$ cat config.mk
export PLATFORM = sky130hd
export DESIGN_NAME = sram_controller
export DESIGN_NICKNAME = d
export VERILOG_FILES = /design/src/rtl/sram_controller_pkg.sv /design/src/rtl/sram_controller.sv
export SDC_FILE = /design/constraint.sdc
export NUM_CORES = 1
export LEC_CHECK = 0
export BUFFER_PORTS_ARGS = -buffer_cell sky130_fd_sc_hd__buf_4
export CORE_MARGIN = 3
export CORE_UTILIZATION = 25
export DETAILED_ROUTE_END_ITERATION = 10
export PLACE_DENSITY_LB_ADDON = 0.1
export SYNTH_ARGS = -nofsm -noshare
export SYNTH_HDL_FRONTEND = slang
export SYNTH_SLANG_ARGS = --single-unit
$ cat constraint.sdc
create_clock -name clk -period 8.4 [get_ports clk]
set_input_delay 1.68 -clock clk [delete_from_list [all_inputs] [get_ports clk]]
set_output_delay 1.68 -clock clk [all_outputs]
set_load 0.05 [all_outputs]
$ cat src/rtl/sram_controller_pkg.sv
// Shared types and widths for the data-memory SRAM controller.
package sram_controller_pkg;

   typedef enum logic [1:0] {
      S_IDLE = 2'd0,
      S_LOW  = 2'd1,
      S_HIGH = 2'd2,
      S_DONE = 2'd3
   } state_t;

   localparam int SRAM_AW = 18;
   localparam int SRAM_DW = 16;

   localparam logic [31:0] DEFAULT_BASE_ADDR = 32'd1024;

endpackage

$ cat src/rtl/sram_controller.sv
// Serves one 32-bit MEM-stage load/store as two timed half-word accesses
// on a 16-bit asynchronous SRAM; ready stays low while an access is in flight.
module sram_controller
   import sram_controller_pkg::*;
#(
   parameter logic [31:0] BASE_ADDR   = DEFAULT_BASE_ADDR,
   parameter int unsigned WAIT_CYCLES = 2
) (
   input  logic               clk,
   input  logic               rst,
   input  logic               MEM_R_EN,
   input  logic               MEM_W_EN,
   input  logic [31:0]        address,
   input  logic [31:0]        writeData,
   output logic [31:0]        readData,
   output logic               ready,
   output logic [SRAM_AW-1:0] SRAM_ADDR,
   output logic [SRAM_DW-1:0] SRAM_DQ_out,
   input  logic [SRAM_DW-1:0] SRAM_DQ_in,
   output logic               SRAM_DQ_oe,
   output logic               SRAM_WE_N,
   output logic               SRAM_OE_N
);

   localparam logic [3:0] LAST_CNT = 4'(WAIT_CYCLES - 1);

   state_t               r_state;
   state_t               w_next;
   logic [3:0]           r_cnt;
   logic [16:0]          r_idx;
   logic [31:0]          r_wdata;
   logic                 r_write;
   logic [31:0]          r_rdata;
   logic [SRAM_AW-1:0]   r_sram_addr;
   logic [SRAM_DW-1:0]   r_dq_out;
   logic                 r_dq_oe;
   logic                 r_we_n;
   logic                 r_oe_n;

   logic                 w_req;
   logic [31:0]          w_offset;
   logic                 w_hold_done;
   logic                 w_active_next;
   logic [16:0]          w_idx;
   logic [31:0]          w_wdata;
   logic                 w_write;
   logic                 w_unused_bits;

   assign w_req         = MEM_R_EN | MEM_W_EN;
   assign w_offset      = address - BASE_ADDR;
   assign w_unused_bits = &{1'b0, w_offset[31:19], w_offset[1:0]};
   assign w_hold_done   = (r_cnt == LAST_CNT);
   assign w_active_next = (w_next == S_LOW) || (w_next == S_HIGH);

   // In IDLE the request is latched on the same edge that starts LOW, so the
   // first half's strobes are built straight from the inputs.
   assign w_idx   = (r_state == S_IDLE) ? w_offset[18:2] : r_idx;
   assign w_wdata = (r_state == S_IDLE) ? writeData      : r_wdata;
   assign w_write = (r_state == S_IDLE) ? MEM_W_EN       : r_write;

   always_comb begin
      w_next = r_state;
      unique case (r_state)
         S_IDLE:  if (w_req)       w_next = S_LOW;
         S_LOW:   if (w_hold_done) w_next = S_HIGH;
         S_HIGH:  if (w_hold_done) w_next = S_DONE;
         S_DONE:                   w_next = S_IDLE;
         default:                  w_next = S_IDLE;
      endcase
   end

   always_ff @(posedge clk) begin
      if (rst) begin
         r_state     <= S_IDLE;
         r_cnt       <= 4'd0;
         r_rdata     <= 32'd0;
         r_sram_addr <= '0;
         r_dq_out    <= '0;
         r_dq_oe     <= 1'b0;
         r_we_n      <= 1'b1;
         r_oe_n      <= 1'b1;
      end else begin
         r_state <= w_next;
         r_cnt   <= (w_next == r_state && (r_state == S_LOW || r_state == S_HIGH))
                    ? r_cnt + 4'd1 : 4'd0;

         if (r_state == S_IDLE && w_req) begin
            r_idx   <= w_offset[18:2];
            r_wdata <= writeData;
            r_write <= MEM_W_EN;
         end

         // Strobes are registered from the next state so address, data and
         // WE_N all change together at the start of each half.
         if (w_active_next) begin
            r_sram_addr <= {w_idx, (w_next == S_HIGH)};
            if (w_write)
               r_dq_out <= (w_next == S_HIGH) ? w_wdata[31:16] : w_wdata[15:0];
         end
         r_we_n  <= ~(w_active_next & w_write);
         r_oe_n  <= ~(w_active_next & ~w_write);
         r_dq_oe <= w_active_next & w_write;

         if (!r_write && w_hold_done) begin
            if (r_state == S_LOW)
               r_rdata[15:0] <= SRAM_DQ_in;
            else if (r_state == S_HIGH)
               r_rdata[31:16] <= SRAM_DQ_in;
         end
      end
   end

   assign ready       = ((r_state == S_IDLE) && !w_req) || (r_state == S_DONE);
   assign readData    = r_rdata;
   assign SRAM_ADDR   = r_sram_addr;
   assign SRAM_DQ_out = r_dq_out;
   assign SRAM_DQ_oe  = r_dq_oe;
   assign SRAM_WE_N   = r_we_n;
   assign SRAM_OE_N   = r_oe_n;

endmodule

### After elaboration in Yosys (flattened, before gate mapping)

Cells that the tools add are included.

| operators by class | value |
|---|---|
| multiplexer cells | 8 |
| equality and inequality tests | 7 |
| reductions and logical operators | 15 |
| add/subtract/negate cells | 2 |
| bitwise gates (word level) | 9 |

Operators by type and width:

| operator | number |
|---|---|
| 2-to-1 mux 32 bit | 1 |
| subtractor 19 x 11 -> 19 bit (second input constant) | 1 |
| 2-to-1 mux 17 bit | 1 |
| 2-to-1 mux 16 bit | 1 |
| one-hot mux 2 bit (4 select lines) | 1 |
| equality test 2 bit (second input constant) | 3 |
| 2-to-1 mux 2 bit | 3 |
| inverter 1 bit | 6 |
| AND reduction 2 bit | 3 |
| adder 4 x 1 -> 4 bit (second input constant) | 1 |
| equality test 2 x 1 -> 1 bit (second input constant) | 2 |
| equality test 4 x 1 -> 1 bit (second input constant) | 1 |
| logical AND 1 bit | 4 |
| logical OR 1 bit | 3 |
| AND reduction 3 bit | 1 |
| AND 1 bit | 2 |
| equality test 2 bit | 1 |
| zero test 1 bit | 2 |
| zero test 2 bit | 1 |
| OR reduction 2 bit | 1 |
| 2-to-1 mux 1 bit | 1 |
| OR 1 bit | 1 |

| word-level totals | value |
|---|---|
| register bits | 125 |
| bits of input ports | 84 |
| output and inout port bits | 70 |
| logic and storage cells | 53 |

### Longest topological paths before layout

| logic depth | value |
|---|---|
| depth after elaboration | 7 |
| gate-level depth with buffers | 14 |
| mapped depth without buffers | 11 |

### Least setup slack after synthesis

Ideal clock, no wire load.

| timing | value |
|---|---|
| path type | input to register |
| from | input rst |
| to | register r_idx[0] (enable) |
| cell stages on the path | 4 |
| arrival | 4.363 ns |
| setup time | 0.458 ns |
| data required time | 7.942 ns |
| buffers on the path | 3 |
| slack | 3.579 ns |
| cells stage by stage | clkbuf_1 -> clkbuf_1 -> clkbuf_1 -> nor2_1 |

| on the way | value |
|---|---|
| word-level cells in the longest chain between the ends | 2 |

Ends and longest elaborated chain:

| what | line | RTL |
|---|---|---|
| from (decl) | sram_controller.sv:10 | `input logic rst,` |
| inverter 1 bit (no line) | -- |  |
| AND reduction 2 bit (no line) | -- |  |
| to (signal assigned) | sram_controller.sv:88 | `r_idx <= w_offset[18:2];` |
| to (decl) | sram_controller.sv:30 | `logic [16:0] r_idx;` |

Every way passes these cells.
A chain may end at the register's enable or synchronous reset.

### Worst setup path in the final report

| timing | value |
|---|---|
| from | input MEM_W_EN |
| to | output ready |

| on the way | value |
|---|---|
| word-level cells in the longest chain between the ends | 4 |

Ends and longest elaborated chain:

| what | line | RTL |
|---|---|---|
| from (decl) | sram_controller.sv:12 | `input logic MEM_W_EN,` |
| OR 1 bit | sram_controller.sv:49 | `assign w_req = MEM_R_EN \| MEM_W_EN;` |
| zero test 1 bit | sram_controller.sv:113 | `assign ready = ((r_state == S_IDLE) && !w_req) \|\| (r_state == S_DONE);` |
| logical AND 1 bit | sram_controller.sv:113 |  |
| logical OR 1 bit | sram_controller.sv:113 |  |
| to (decl) | sram_controller.sv:16 | `output logic ready,` |

Every way passes these cells.

==> metrics.md <==
| Metric | Value |
|---|---|
| Syn. warnings | 0 |
| Drt wl/cell | 15.5 um |
| Worst-Skew Late Latency | 0.40 ns |
| Number of port buffers | 138 |
| Final WL | 13,300 um |
| Pwr Density | 256 nW/um^2 |
| Synthesized area per cell | 11.3 um^2 |
| Via-to-Cell Ratio | 4.31 |
| Drt pass-1 iters | 4 |
| Register area share after synthesis | 60.1% |
| Synthesized area | 4990 um^2 |
| Post-synth ARST share | 0% |
| DR iter-0 viols | 155 |
| Setup TNS | 0 ns |
| Final slew viol count | 0 |
| WP data arrival | 2.38 ns |
| Dominant synthesized flop cell | dfxtp_1 |
| Post_cts resized | 0 |
| Ant. Diodes | 0 |
| Netlist cell types | 49 |
| Leakage | 2.71 nW |
| Syn-to-layout area delta | 37.8% |
| H-tree levels | 4 |
| Hold buffer count at CTS | 0 |
| Crit path launch type | primary input |
| Synth area leaders | dfxtp_1, edfxtp_1, mux4_2 |
| Longest Clk Path Bufs | 2 |
| Setup CP Type | primary input to output port |
| Final setup fails | 0 |
| Max-cap violations | 0 |
| Post-Syn Instances | 442 |
| CTS sink cnt | 125 |
| Fmax | 246 MHz |
| DR DRC count | 0 |
| Final Cycle Share | 48.3% |
| Yosys reg bits | 125 |
| Cell taking the most area after synthesis | dfxtp_1 |
| Relative max-transition margin | 35.0% |
| Req. time, crit path | 6.72 ns |
| Crit Path Max Fanout | 4 |
| Ports | 154 |
| CTS Buf Count | 17 |
| Root buf cell | clkbuf_16 |
| Worst hold path type | register to register |
| Hold Slack | 0.454 ns |
| Final nets | 671 |
| Vias in the first global route | 3,703 |
| Core area | 19,500 um^2 |
| Initial Util | 25.6% |
| Minimum clock period | 4.06 ns |
| Syn_nets | 535 |
| Global-route wire length before repair | 20,500 um |
| Peak supply drop | 120 uV |
| Worst Skew | 0.00660 ns |
| Post-synth EDFFs | 50 |
| Tightest Pin Transition | 0.975 ns |
| Antenna-violating nets left | 0 |
| Row count | 51 |
| Total grt overflow | 0 |
| Die X | 147 um |
| Critical path capture point type | output port |
| Gr usage total | 12.1% |
| Die Ht | 147 um |
| CTS tree | done |
| DIE AREA | 21,700 um^2 |
| Post-CTS Setup Bufs | 0 |
| DP HPWL | 8840 um |
| Status | complete, no violations |
| Vias post-DR | 3,681 |
| Initial antenna violation count | 0 |
| Final Hold Vio Count | 0 |
| Post-synth top area share | 30.1% |
| Share of layout cells above drive strength 1 | 33.2% |
| Clock transition at the registers of the reported paths | 0.05 ns |
| Largest net degree at the start of global routing | 61 |
| Placer Congestion | 0.757 |
| Setup repair after global routing missed its margin | no |
## cells in the final DEF, fill, tap and decap left out, drive strengths merged, types with 2 or more instances in the layout
master,count
a21oi,57
a22o,9
a22oi,6
a31oi,2
and2,6
buf,141
bufinv,3
clkbuf,19
clkinv,5
clkinvlp,5
dfxtp,75
edfxtp,50
ha,9
inv,8
mux2i,13
mux4,16
nand2,90
nand2b,3
nor2,30
nor2b,3
nor3,2
nor3b,2
nor4,2
nor4b,2
o21ai,6
or2,4
xnor2,2
xor2,4
## synthesized netlist by cell type, drive strengths merged (8+ instances only)
cell    instances
a21oi          57
nor2           30
clkbuf         16
buf             8
ha              9
edfxtp         50
mux4           16
a22o            9
inv             8
nand2          90
dfxtp          75
mux2i          13
## where the power goes
part / switching (mW) / total [mW] / internal [mW]
Sequential: 0.0203 / 0.701 / 0.681
Combinational: 0.207 / 0.323 / 0.117
Clock: 0.266 / 0.736 / 0.470
## cell type report
class	count	area, um^2
clock buffers	19	443
repair buffers	141	1060
clock inverters	12	146
flip-flops and latches	125	3000
well taps	265	332
fillers	2015	12600
inverters	9	33.8
multi-input cells	284	1860
## kinds of logic after synthesis
kind of cell	share of synthesized area, %
adder cells (fa/ha/maj)	2.25
buffers and inverters	2.76
XOR/XNOR	1.05
multiplexers	9.82
AND/OR/NAND/NOR	13.6
flip-flops	60.1
AO/OA/AOI/OAI	10.4
## final timing paths
check	slack, ns	endpoint	start	cells after the start
setup / recovery	4.34	ready	MEM_W_EN	5
hold / removal	0.45	SRAM_DQ_out[13]	SRAM_DQ_out[13]	2
setup reg to reg	5.13	SRAM_DQ_out[14]	r_state[0]	10
hold reg to reg	0.45	SRAM_DQ_out[13]	SRAM_DQ_out[13]	2
## sequential cells by signal, indices dropped and copies added (netlist names)
| signal | cells |
|---|---|
| r_state | 2 |
| r_wdata | 32 |
| SRAM_DQ_out | 16 |
| r_cnt | 4 |
| SRAM_WE_N | 1 |
| SRAM_DQ_oe | 1 |
| SRAM_ADDR | 18 |
| SRAM_OE_N | 1 |
| r_idx | 17 |
| r_write | 1 |
| readData | 32 |
## worst max-delay path, cell delays in order
cell and delay [ns]:
buf_4 0.12, nor2_1 0.13, nand2_1 0.10, nand2b_1 0.13, buf_4 0.21
## metal layers
metal	wire [um]	track usage (%)	vias to the layer above
li1	-	-	1842
met1	6050	15.6	1747
met2	6310	19.2	81
met3	776	4.94	11
met4	123	2.94	0
met5	0	0	-
## metrics by stage
| stage | setup WS, ns | util [%] | power, mW | cells | cell area (um^2) |
|---|---|---|---|---|---|
| floorplan | 3.58 | - | 0.931 | 442 | 4990 |
| detailed placement | 4.35 | 32.2 | 1.04 | 824 | 6290 |
| finish | 4.34 | 35.2 | 1.76 | 855 | 6880 |
| CTS | 4.34 | 35.2 | 1.79 | 855 | 6880 |
| global route | 4.29 | 35.2 | 1.85 | 855 | 6880 |
| global placement | 4.35 | 32.2 | 1.04 | 824 | 6290 |
Power figures use the tool's default switching activity.
